File: src/rtl/uart_tx_param.sv
// uart_tx_param -- parameterised UART transmitter with a TX FIFO.
//
// Characters pushed into the FIFO are serialised LSB first as
// start / 5..9 data bits / optional parity / 1, 1.5 or 2 stop bits.
// Every bit lasts OVS ticks of the one-clk 'enable' strobe. Frame format
// is sampled when the character leaves the FIFO, so configuration changes
// never disturb a frame that is already on the line.
//
// Ports:
//   clk, wb_rst_i   clock and synchronous active-high reset
//   enable          one-clk oversample tick; the FSM only moves on ticks
//   tf_push/tf_data FIFO write strobe and character
//   tx_reset        FIFO flush (pointers, count, overrun)
//   cfg_*           length / parity / stop / break configuration
//   stx_pad_o       serial output (forced low while cfg_bc=1)
//   tstate          FSM state code
//   tf_count/tf_full/tf_overrun  FIFO status
//   tx_empty        FIFO empty and transmitter idle
//   frame_done      one-clk pulse when a stop bit finishes
module uart_tx_param #(
   parameter int DW    = 9,
   parameter int DEPTH = 16,
   parameter int OVS   = 16
) (
   input  logic                     clk,
   input  logic                     wb_rst_i,
   input  logic                     enable,
   input  logic                     tf_push,
   input  logic [DW-1:0]            tf_data,
   input  logic                     tx_reset,
   input  logic [2:0]               cfg_len,
   input  logic                     cfg_pe,
   input  logic                     cfg_ep,
   input  logic                     cfg_sp,
   input  logic                     cfg_stb,
   input  logic                     cfg_bc,
   output logic                     stx_pad_o,
   output logic [2:0]               tstate,
   output logic [$clog2(DEPTH):0]   tf_count,
   output logic                     tf_full,
   output logic                     tf_overrun,
   output logic                     tx_empty,
   output logic                     frame_done
);

   localparam int AW = $clog2(DEPTH);
   // Tick counter must reach 2*OVS-1 for the longest stop period.
   localparam int TW = $clog2(2 * OVS);

   localparam logic [2:0] S_IDLE   = 3'd0;
   localparam logic [2:0] S_POP    = 3'd1;
   localparam logic [2:0] S_START  = 3'd2;
   localparam logic [2:0] S_DATA   = 3'd3;
   localparam logic [2:0] S_PARITY = 3'd4;
   localparam logic [2:0] S_STOP   = 3'd5;

   localparam logic [TW-1:0] OVS_LAST   = TW'(OVS - 1);
   localparam logic [TW-1:0] STOP15_LAST = TW'((3 * OVS) / 2 - 1);
   localparam logic [TW-1:0] STOP2_LAST = TW'(2 * OVS - 1);

   // ---------------- FIFO ----------------
   logic [DW-1:0] mem [DEPTH];
   logic [AW-1:0] wr_ptr_reg;
   logic [AW-1:0] rd_ptr_reg;
   logic [AW:0]   count_reg;
   logic          overrun_reg;

   // ---------------- transmitter ----------------
   logic [2:0]    state_reg;
   logic [TW-1:0] tick_reg;
   logic [3:0]    bit_reg;
   logic [3:0]    nbits_reg;
   logic [DW-1:0] shift_reg;
   logic          pe_reg;
   logic          par_reg;
   logic [TW-1:0] stop_last_reg;
   logic          line_reg;
   logic          frame_done_reg;

   logic          fifo_empty;
   logic          fifo_full;
   logic          do_pop;
   logic          do_push;
   logic [DW-1:0] head;
   logic [DW-1:0] head_masked;
   logic [3:0]    nbits_cfg;
   logic          xor_cfg;
   logic          par_cfg;
   logic [TW-1:0] stop_last_cfg;

   assign fifo_empty = (count_reg == '0);
   assign fifo_full  = (count_reg == (AW+1)'(DEPTH));
   // Pop only on the POP tick and never from an empty FIFO (a flush can
   // empty it between IDLE->POP and the POP tick).
   assign do_pop     = enable && (state_reg == S_POP) && !fifo_empty;
   // A push into a full FIFO still fits when the head leaves in the same clk.
   assign do_push    = tf_push && !tx_reset && (!fifo_full || do_pop);
   assign head       = mem[rd_ptr_reg];

   // Lengths 5..7 saturate at the widest character the FIFO can hold.
   always_comb begin
      nbits_cfg = 4'(DW);
      if (cfg_len <= 3'd3)
         nbits_cfg = 4'(cfg_len) + 4'd5;
   end

   // Zero the bits above the active length so parity and shifting ignore them.
   for (genvar gi = 0; gi < DW; gi++) begin : g_mask
      assign head_masked[gi] = head[gi] & (4'(gi) < nbits_cfg);
   end

   assign xor_cfg = ^head_masked;
   // {ep,sp}: 00 odd, 10 even, 01 mark (1), 11 space (0).
   assign par_cfg = cfg_sp ? ~cfg_ep : (cfg_ep ? xor_cfg : ~xor_cfg);

   always_comb begin
      stop_last_cfg = OVS_LAST;
      if (cfg_stb)
         stop_last_cfg = (cfg_len == 3'd0) ? STOP15_LAST : STOP2_LAST;
   end

   always_ff @(posedge clk) begin
      if (do_push)
         mem[wr_ptr_reg] <= tf_data;
   end

   always_ff @(posedge clk) begin
      if (wb_rst_i || tx_reset) begin
         wr_ptr_reg  <= '0;
         rd_ptr_reg  <= '0;
         count_reg   <= '0;
         overrun_reg <= 1'b0;
      end else begin
         if (do_push)
            wr_ptr_reg <= wr_ptr_reg + AW'(1);
         if (do_pop)
            rd_ptr_reg <= rd_ptr_reg + AW'(1);
         unique case ({do_push, do_pop})
            2'b10:   count_reg <= count_reg + (AW+1)'(1);
            2'b01:   count_reg <= count_reg - (AW+1)'(1);
            default: count_reg <= count_reg;
         endcase
         if (tf_push && !do_push)
            overrun_reg <= 1'b1;
      end
   end

   always_ff @(posedge clk) begin
      if (wb_rst_i) begin
         state_reg      <= S_IDLE;
         tick_reg       <= '0;
         bit_reg        <= '0;
         nbits_reg      <= '0;
         shift_reg      <= '0;
         pe_reg         <= 1'b0;
         par_reg        <= 1'b0;
         stop_last_reg  <= '0;
         line_reg       <= 1'b1;
         frame_done_reg <= 1'b0;
      end else begin
         // frame_done is a single-clk strobe even when ticks are sparse.
         frame_done_reg <= 1'b0;
         if (state_reg > S_STOP) begin
            // Unused codes recover straight away, tick or not.
            state_reg <= S_IDLE;
            line_reg  <= 1'b1;
            tick_reg  <= '0;
         end else if (enable) begin
            unique case (state_reg)
               S_IDLE: begin
                  line_reg <= 1'b1;
                  if (!fifo_empty)
                     state_reg <= S_POP;
               end
               S_POP: begin
                  if (fifo_empty) begin
                     state_reg <= S_IDLE;
                  end else begin
                     shift_reg     <= head_masked;
                     nbits_reg     <= nbits_cfg;
                     pe_reg        <= cfg_pe;
                     par_reg       <= par_cfg;
                     stop_last_reg <= stop_last_cfg;
                     tick_reg      <= '0;
                     bit_reg       <= '0;
                     state_reg     <= S_START;
                     line_reg      <= 1'b0;
                  end
               end
               S_START: begin
                  if (tick_reg == OVS_LAST) begin
                     tick_reg  <= '0;
                     state_reg <= S_DATA;
                     line_reg  <= shift_reg[0];
                  end else begin
                     tick_reg <= tick_reg + TW'(1);
                  end
               end
               S_DATA: begin
                  if (tick_reg == OVS_LAST) begin
                     tick_reg <= '0;
                     if (bit_reg == nbits_reg - 4'd1) begin
                        if (pe_reg) begin
                           state_reg <= S_PARITY;
                           line_reg  <= par_reg;
                        end else begin
                           state_reg <= S_STOP;
                           line_reg  <= 1'b1;
                        end
                     end else begin
                        bit_reg   <= bit_reg + 4'd1;
                        shift_reg <= {1'b0, shift_reg[DW-1:1]};
                        line_reg  <= shift_reg[1];
                     end
                  end else begin
                     tick_reg <= tick_reg + TW'(1);
                  end
               end
               S_PARITY: begin
                  if (tick_reg == OVS_LAST) begin
                     tick_reg  <= '0;
                     state_reg <= S_STOP;
                     line_reg  <= 1'b1;
                  end else begin
                     tick_reg <= tick_reg + TW'(1);
                  end
               end
               S_STOP: begin
                  if (tick_reg == stop_last_reg) begin
                     tick_reg       <= '0;
                     state_reg      <= S_IDLE;
                     frame_done_reg <= 1'b1;
                     line_reg       <= 1'b1;
                  end else begin
                     tick_reg <= tick_reg + TW'(1);
                  end
               end
               default: begin
                  state_reg <= S_IDLE;
                  line_reg  <= 1'b1;
               end
            endcase
         end
      end
   end

   // Break overrides the line without stopping the FSM underneath.
   assign stx_pad_o  = cfg_bc ? 1'b0 : line_reg;
   assign tstate     = state_reg;
   assign tf_count   = count_reg;
   assign tf_full    = fifo_full;
   assign tf_overrun = overrun_reg;
   assign tx_empty   = fifo_empty && (state_reg == S_IDLE);
   assign frame_done = frame_done_reg;

endmodule

File: config.mk
export PLATFORM = sky130hd
export DESIGN_NAME = uart_tx_param
export DESIGN_NICKNAME = d
export VERILOG_FILES = /design/src/rtl/uart_tx_param.sv
export SDC_FILE = /design/constraint.sdc
export NUM_CORES = 1
export LEC_CHECK = 0
export CORE_MARGIN = 3
export CORE_UTILIZATION = 45
export DETAILED_ROUTE_END_ITERATION = 6
export GPL_ROUTABILITY_DRIVEN = 0
export SLEW_MARGIN = 15
export SYNTH_ARGS = -nofsm -noshare
export SYNTH_HDL_FRONTEND = slang
export SYNTH_SLANG_ARGS = --single-unit
File: constraint.sdc
create_clock -name clk -period 3.85 [get_ports clk]
set_input_delay 0.385 -clock clk [delete_from_list [all_inputs] [get_ports clk]]
set_output_delay 0.385 -clock clk [all_outputs]
set_load 0.01 [all_outputs]
=== After elaboration in Yosys (flattened, before gate mapping) ===
Memories as Yosys holds them, arrays and structs flattened. A register that Yosys moved wholly into a read port is not among the register bits.
Index checks and enable logic that the tools add are counted.

* Register bits: 48
* Memory bits (writable): 144
* Input bits: 22
* Output and inout port bits: 13
* Word-level logic and storage cells: 136
* Memories kept: 1

{| class="wikitable"
|+ Memories
! name !! words !! bits a word !! read ports !! clocked after Yosys merged registers in !! write ports !! line !! source
|-
| mem || 16 || 9 || 1 || 1 || 1 || 62 || <nowiki>logic [DW-1:0] mem [DEPTH];</nowiki>
|}

* $add $sub $neg: 8
* Order comparisons: 11
* Equality and inequality tests: 19
* Multiplexer cells: 41
* Bitwise logic cells: 15
* Reductions and logical operators: 27

{| class="wikitable"
|+ Operator list
! operator !! number
|-
| two-way mux 4 bit || 7
|-
| two-way mux 9 bit || 3
|-
| two-way mux 5 bit || 4
|-
| two-way mux 3 bit || 6
|-
| case mux 3 bit (6 select lines) || 1
|-
| case mux 9 bit (2 select lines) || 1
|-
| less-than comparator 3 x 4 -> 1 bit, first input constant || 4
|-
| != test 2 bit, second input constant || 8
|-
| case mux 5 bit (3 select lines) || 1
|-
| two-way mux 1 bit || 14
|-
| adder 4 x 1 -> 4 bit, second input constant || 3
|-
| AND reduction 6 bit || 2
|-
| adder 5 x 1 -> 5 bit, second input constant || 2
|-
| case mux 5 bit (2 select lines) || 1
|-
| AND 1 bit || 9
|-
| XOR reduction 9 bit || 1
|-
| less-than comparator 1 x 4 -> 1 bit, first input constant || 2
|-
| less-than comparator 2 x 4 -> 1 bit, first input constant || 2
|-
| case mux 4 bit (2 select lines) || 1
|-
| AND reduction 7 bit || 1
|-
| equality test 3 x 2 -> 1 bit, second input constant || 2
|-
| equality test 3 bit, second input constant || 2
|-
| logical AND 1 bit || 6
|-
| logical NOT 3 bit || 2
|-
| other kinds (26) || 36
|}

=== Logic depth before layout (Yosys ltp) ===
* Depth in word-level cells: 8
* Mapped depth: 17
* Mapped depth without buffers: 17

=== Least setup slack after synthesis ===
No wires, ideal clock.

* Path kind: register to register
* Start: register count_reg[0], in the netlist tf_count[0]
* End: register count_reg[4], in the netlist tf_count[4]
* Library setup time: 70 ps
* Arrival: 3304 ps
* Required time: 3780 ps
* Setup slack: 476 ps
* Stages on the path, launching flop included: 18
* Buffers on the path: 0
* Period minus slack after synthesis: 3374 ps
* Path through: dfxtp_1 -> nor4_1 -> nor2b_1 -> nor2_1 -> nand2_1 -> inv_1 -> o21ai_0 -> nor2_1 -> inv_1 -> ha_1 -> inv_1 -> fa_1 -> inv_1 -> a21o_1 -> a21oi_1 -> xnor2_1 -> or3_1 -> a21oi_1

* Cells in the longest elaborated chain, start to end: 7
* Elaborated cells between the ends (all ways): 13
* Classes of those cells: add/sub (2); eq/ne (3); mux (1); reduce/logical (7)

{| class="wikitable"
|+ RTL lines
! what !! line !! source
|-
| start: declaration || 65 || <nowiki>logic [AW:0] count_reg;</nowiki>
|-
| start signal: assignment || 139 || <nowiki>2'b10: count_reg <= count_reg + (AW+1)'(1);</nowiki>
|-
| start signal: assignment || 140 || <nowiki>2'b01: count_reg <= count_reg - (AW+1)'(1);</nowiki>
|-
| start signal: assignment || 141 || <nowiki>default: count_reg <= count_reg;</nowiki>
|-
| logical NOT 5 bit || 91 || <nowiki>assign fifo_empty = (count_reg == '0);</nowiki>
|-
| logical NOT 1 bit || - ||
|-
| logical AND 1 bit || 95 || <nowiki>assign do_pop = enable && (state_reg == S_POP) && !fifo_empty;</nowiki>
|-
| logical OR 1 bit || 97 || <nowiki>assign do_push = tf_push && !tx_reset && (!fifo_full || do_pop);</nowiki>
|-
| logical AND 1 bit || 97 ||
|-
| equality test 2 x 1 -> 1 bit / equality test 2 bit (equally long branches) || 138 || <nowiki>unique case ({do_push, do_pop})</nowiki>
|-
| case mux 5 bit (2 select lines) / nonzero test 2 bit (equally long branches) || - ||
|}

Several ways; a longest one is shown, not always the timed one.
A chain may end at the register's enable or synchronous reset.

=== Final worst setup path ===
Same ends and word-level chain as after synthesis.

==> summary.md <==
| Metric | Value |
|---|---|
| Buffer and inverter count on the worst path | `4` |
| N_diodes | `0` |
| Core box area | `18100 um2` |
| Routed wire length per instance | `20.0 um` |
| Clock buffer depth | `2` |
| Yosys cell types | `52` |
| Total setup buffers inserted after CTS | `0` |
| Int Power | `3240 uW` |
| Clock skew | `0.0135 ns` |
| Hold buffer count at CTS | `0` |
| Post-Place Cells | `872` |
| Critical Path RT | `4.21 ns` |
| Yosys reg bits | `194` |
| Yosys warns | `0` |
| Layout net count | `702` |
| FF-to-FF Start | `tf_count[0]` |
| Lkg Pwr | `0.00330 uW` |
| Dominant synthesized flop cell | `edfxtp_1` |
| Crit-path cells | `nor4_1, nor2b_1, nor2_1, nand2_1, inv_1, o21ai_0, nor2_1, inv_1, ha_1, inv_1, fa_1, inv_1, a21o_1, a21oi_1, xnor2_1, or3_1, a21oi_1` |
| Switch share | `22.5%` |
| Slew HR | `47.4%` |
| Worst-path maximum fanout | `5` |
| CTS Sinks | `194` |
| Min-delay src | `nbits_reg[1]` |
| Post-CTS sizing | `0` |
| Run status | `completed` |
| Maxcap violations | `0` |
| Ranking of synthesized cells by area | `edfxtp_1 52%, dfxtp_1 12%, mux4_2 7.5%` |
| Commonest cells post-synth | `144 x edfxtp_1, 64 x nor2_1, 50 x dfxtp_1` |
| Final Non-Filler Cells | `904` |
| Final Cycle Share | `88.3%` |
| Post-DR vias/cell | `5.60` |
| Syn avg cell area | `13.9 um2` |
| Cell Rows | `49` |
| Fill count | `1516` |
| WL final | `18.1 mm` |
| Width of the die | `142 um` |
| Register area | `5330 um2` |
| Die ar. | `20300 um2` |
| CP top delay family | `simple AND/OR/NAND/NOR gates` |
| # DRC | `0` |
| Fraction of layout cells with a size suffix above 1 | `15.1%` |
| Multi-input combinational cell area | `2790 um2` |
| Crit path kind | `reg2reg` |
| Max-slew violation count | `0` |
| EDFF count, synth | `144` |
| Initial antenna violation count | `0` |
| Via count | `5063` |
| Ys async rst share | `0%` |
| RSZ-0062 raised after global routing | `false` |
| Comb power frac | `3.8%` |
| Initial Util | `46.2%` |
| Min-Delay Path Class | `reg2reg` |
| Max FFs per register | `144` |
| 1st-iter DRT viols | `387` |
| Worst reg-to-reg path cell count | `17` |
| Clk root buf | `clkbuf_16` |
| Total gr overflow | `0` |
| Post-route minimum period | `3.40 ns` |
| First-pass GRT wire length | `28.3 mm` |
| CTS tree | `done` |
| Post-synth top area share | `51.7%` |
| I/O pin total | `35` |
| Count leader, synth | `edfxtp_1` |
| Highest-delay cell along the critical path | `nor4_1` |
| Synth Cell Area | `8360 um2` |
| Area leader, netlist | `edfxtp_1` |
| PD cells | `432 nW/um2` |
| Total GRT Usage | `18.6%` |
| CP startpoint kind | `flip-flop` |
| Cell mode on critical path | `inv_1` |
| Sequential share of the synthesized area | `63.7%` |
| Crit. End Element | `flip-flop` |
| Setup Viol. Count Final | `0` |
| Hold path cells | `2` |
| Max Freq | `294 MHz` |
| CTS Buf Count | `17` |
| Worst Hold End | `nbits_reg[1]` |
| Mapped Cells | `603` |
| First-pass iteration count of the detailed router | `5` |
| Pin count of the biggest net entering global routing | `29` |
| Clk pwr share | `42.3%` |
| Register-to-register setup slack | `0.45 ns` |
| CP peak stage delay | `0.49 ns` |
| Synth-to-Final Area Change | `15.8%` |
| Final count of hold timing violations | `0` |
| VDD IR max | `0.291 mV` |
| HPWL after detailed placement | `12.2 mm` |
| Worst slew pin tran | `0.770 ns` |
| Die height | `142 um` |
| Clock Pin Slew Worst Setup and Hold Paths | `0.07 ns` |
| Worst r2r dst | `tf_count[4]` |
| Setup TNS | `0 ns` |
| Final ANT Viol Nets | `0` |
| Psw | `944 uW` |
| Vias in the first global route | `4923` |
| Worst-Skew Late Latency | `0.44 ns` |
| Worst Path Arrival | `3.76 ns` |
| Port buffer count | `34` |
| Seq pwr share | `53.8%` |
| Syn_nets | `643` |
| Max H-tree Level | `4` |
-- through the flow --
stage	area (um2)	worst slack, ns	power [uW]	hold slack, ns	util, %
floorplan	8360	0.476	2380	0.436	-
global placement	9100	0.588	2460	0.465	50.3
detailed placement	9100	0.457	2460	0.468	50.3
CTS	9680	0.420	4210	0.483	53.5
global route	9680	0.161	4320	0.501	53.5
finish	9680	0.449	4190	0.480	53.5
-- worst max path at each step --
stage                 from          end  depth (start not counted)
2_1_floorplan  tf_count[0]  tf_count[4]                         17
3_3_place_gp   tf_count[0]  tf_count[4]                         17
3_5_place_dp   tf_count[0]  tf_count[4]                         17
4_1_cts        tf_count[0]  tf_count[4]                         17
5_1_grt        tf_count[0]  tf_count[4]                         17
6_report       tf_count[0]  tf_count[4]                         17
-- layout make-up --
| cell class | count | share of cell area [%] |
|---|---|---|
| clock buffer | 18 | 4.43 |
| clock inverter | 14 | 1.60 |
| inverter | 23 | 0.892 |
| multi-input combinational | 357 | 28.8 |
| sequential | 194 | 55.0 |
| tap | 229 | 2.96 |
| timing repair buffer | 69 | 6.23 |
-- worst register-to-register path: stages (launching register included) --
cell and delay, ns:
dfxtp_1 0.36, nor4_1 0.49, nor2b_1 0.27, nor2_1 0.10, nand2_1 0.11, inv_1 0.05, o21ai_0 0.23, nor2_1 0.10
inv_1 0.08, ha_1 0.23, inv_1 0.10, fa_1 0.41, inv_1 0.07, a21o_1 0.10, a21oi_1 0.07, xnor2_1 0.13
or3_1 0.30, a21oi_1 0.13
-- metal layers --
layer	wire [um]	vias to the layer above	GRT usage, %
met2	8750	155	29.8
met4	184	0	5.20
met3	1040	12	3.93
met5	0	-	0
li1	-	2370	-
met1	8090	2526	26.1
-- power groups by stage --
stage / clock network, uW / registers [uW] / logic, uW
3_5_place_dp: 0 / 2300 / 159
4_1_cts: 1800 / 2250 / 160
5_1_grt: 1890 / 2250 / 176
3_3_place_gp: 0 / 2300 / 157
6_report: 1770 / 2250 / 160
2_1_floorplan: 0 / 2300 / 80.9
-- placed cells by master (no fill, tap or decap), drive strengths merged, types with 3 or more instances in the layout --
cell,synthesis,layout
buf,14,35
clkbuf,15,18
inv,22,31
nor2b,10,10
nor4,3,3
mux2i,28,28
nor2,64,64
and3,5,5
nand4,7,7
nand2,43,43
clkinv,1,3
nand2b,8,8
a21oi,31,31
a311oi,3,3
mux2,3,3
a211oi,5,5
xor2,16,16
nor3,16,16
a22oi,3,3
nand3,7,7
edfxtp,144,144
nor3b,3,3
nand3b,4,4
o211ai,4,4
dfxtp,50,50
o21ai,14,14
ha,17,17
xnor2,6,6
a31oi,3,3
mux4,32,32
clkdlybuf4s50,0,34
-- kinds of logic after synthesis --
family | Yosys count | synth area share (%)
AOI/OAI and AO/OA | 77 | 5.73
xor gates and xnor gates | 23 | 2.57
adders and majority gates | 18 | 2.78
buffers and inverters | 52 | 2.90
DFF | 194 | 63.7
muxes | 63 | 12.6
and+or+nand+nor | 176 | 9.76
No activity file was read; power rests on OpenSTA's default activity.
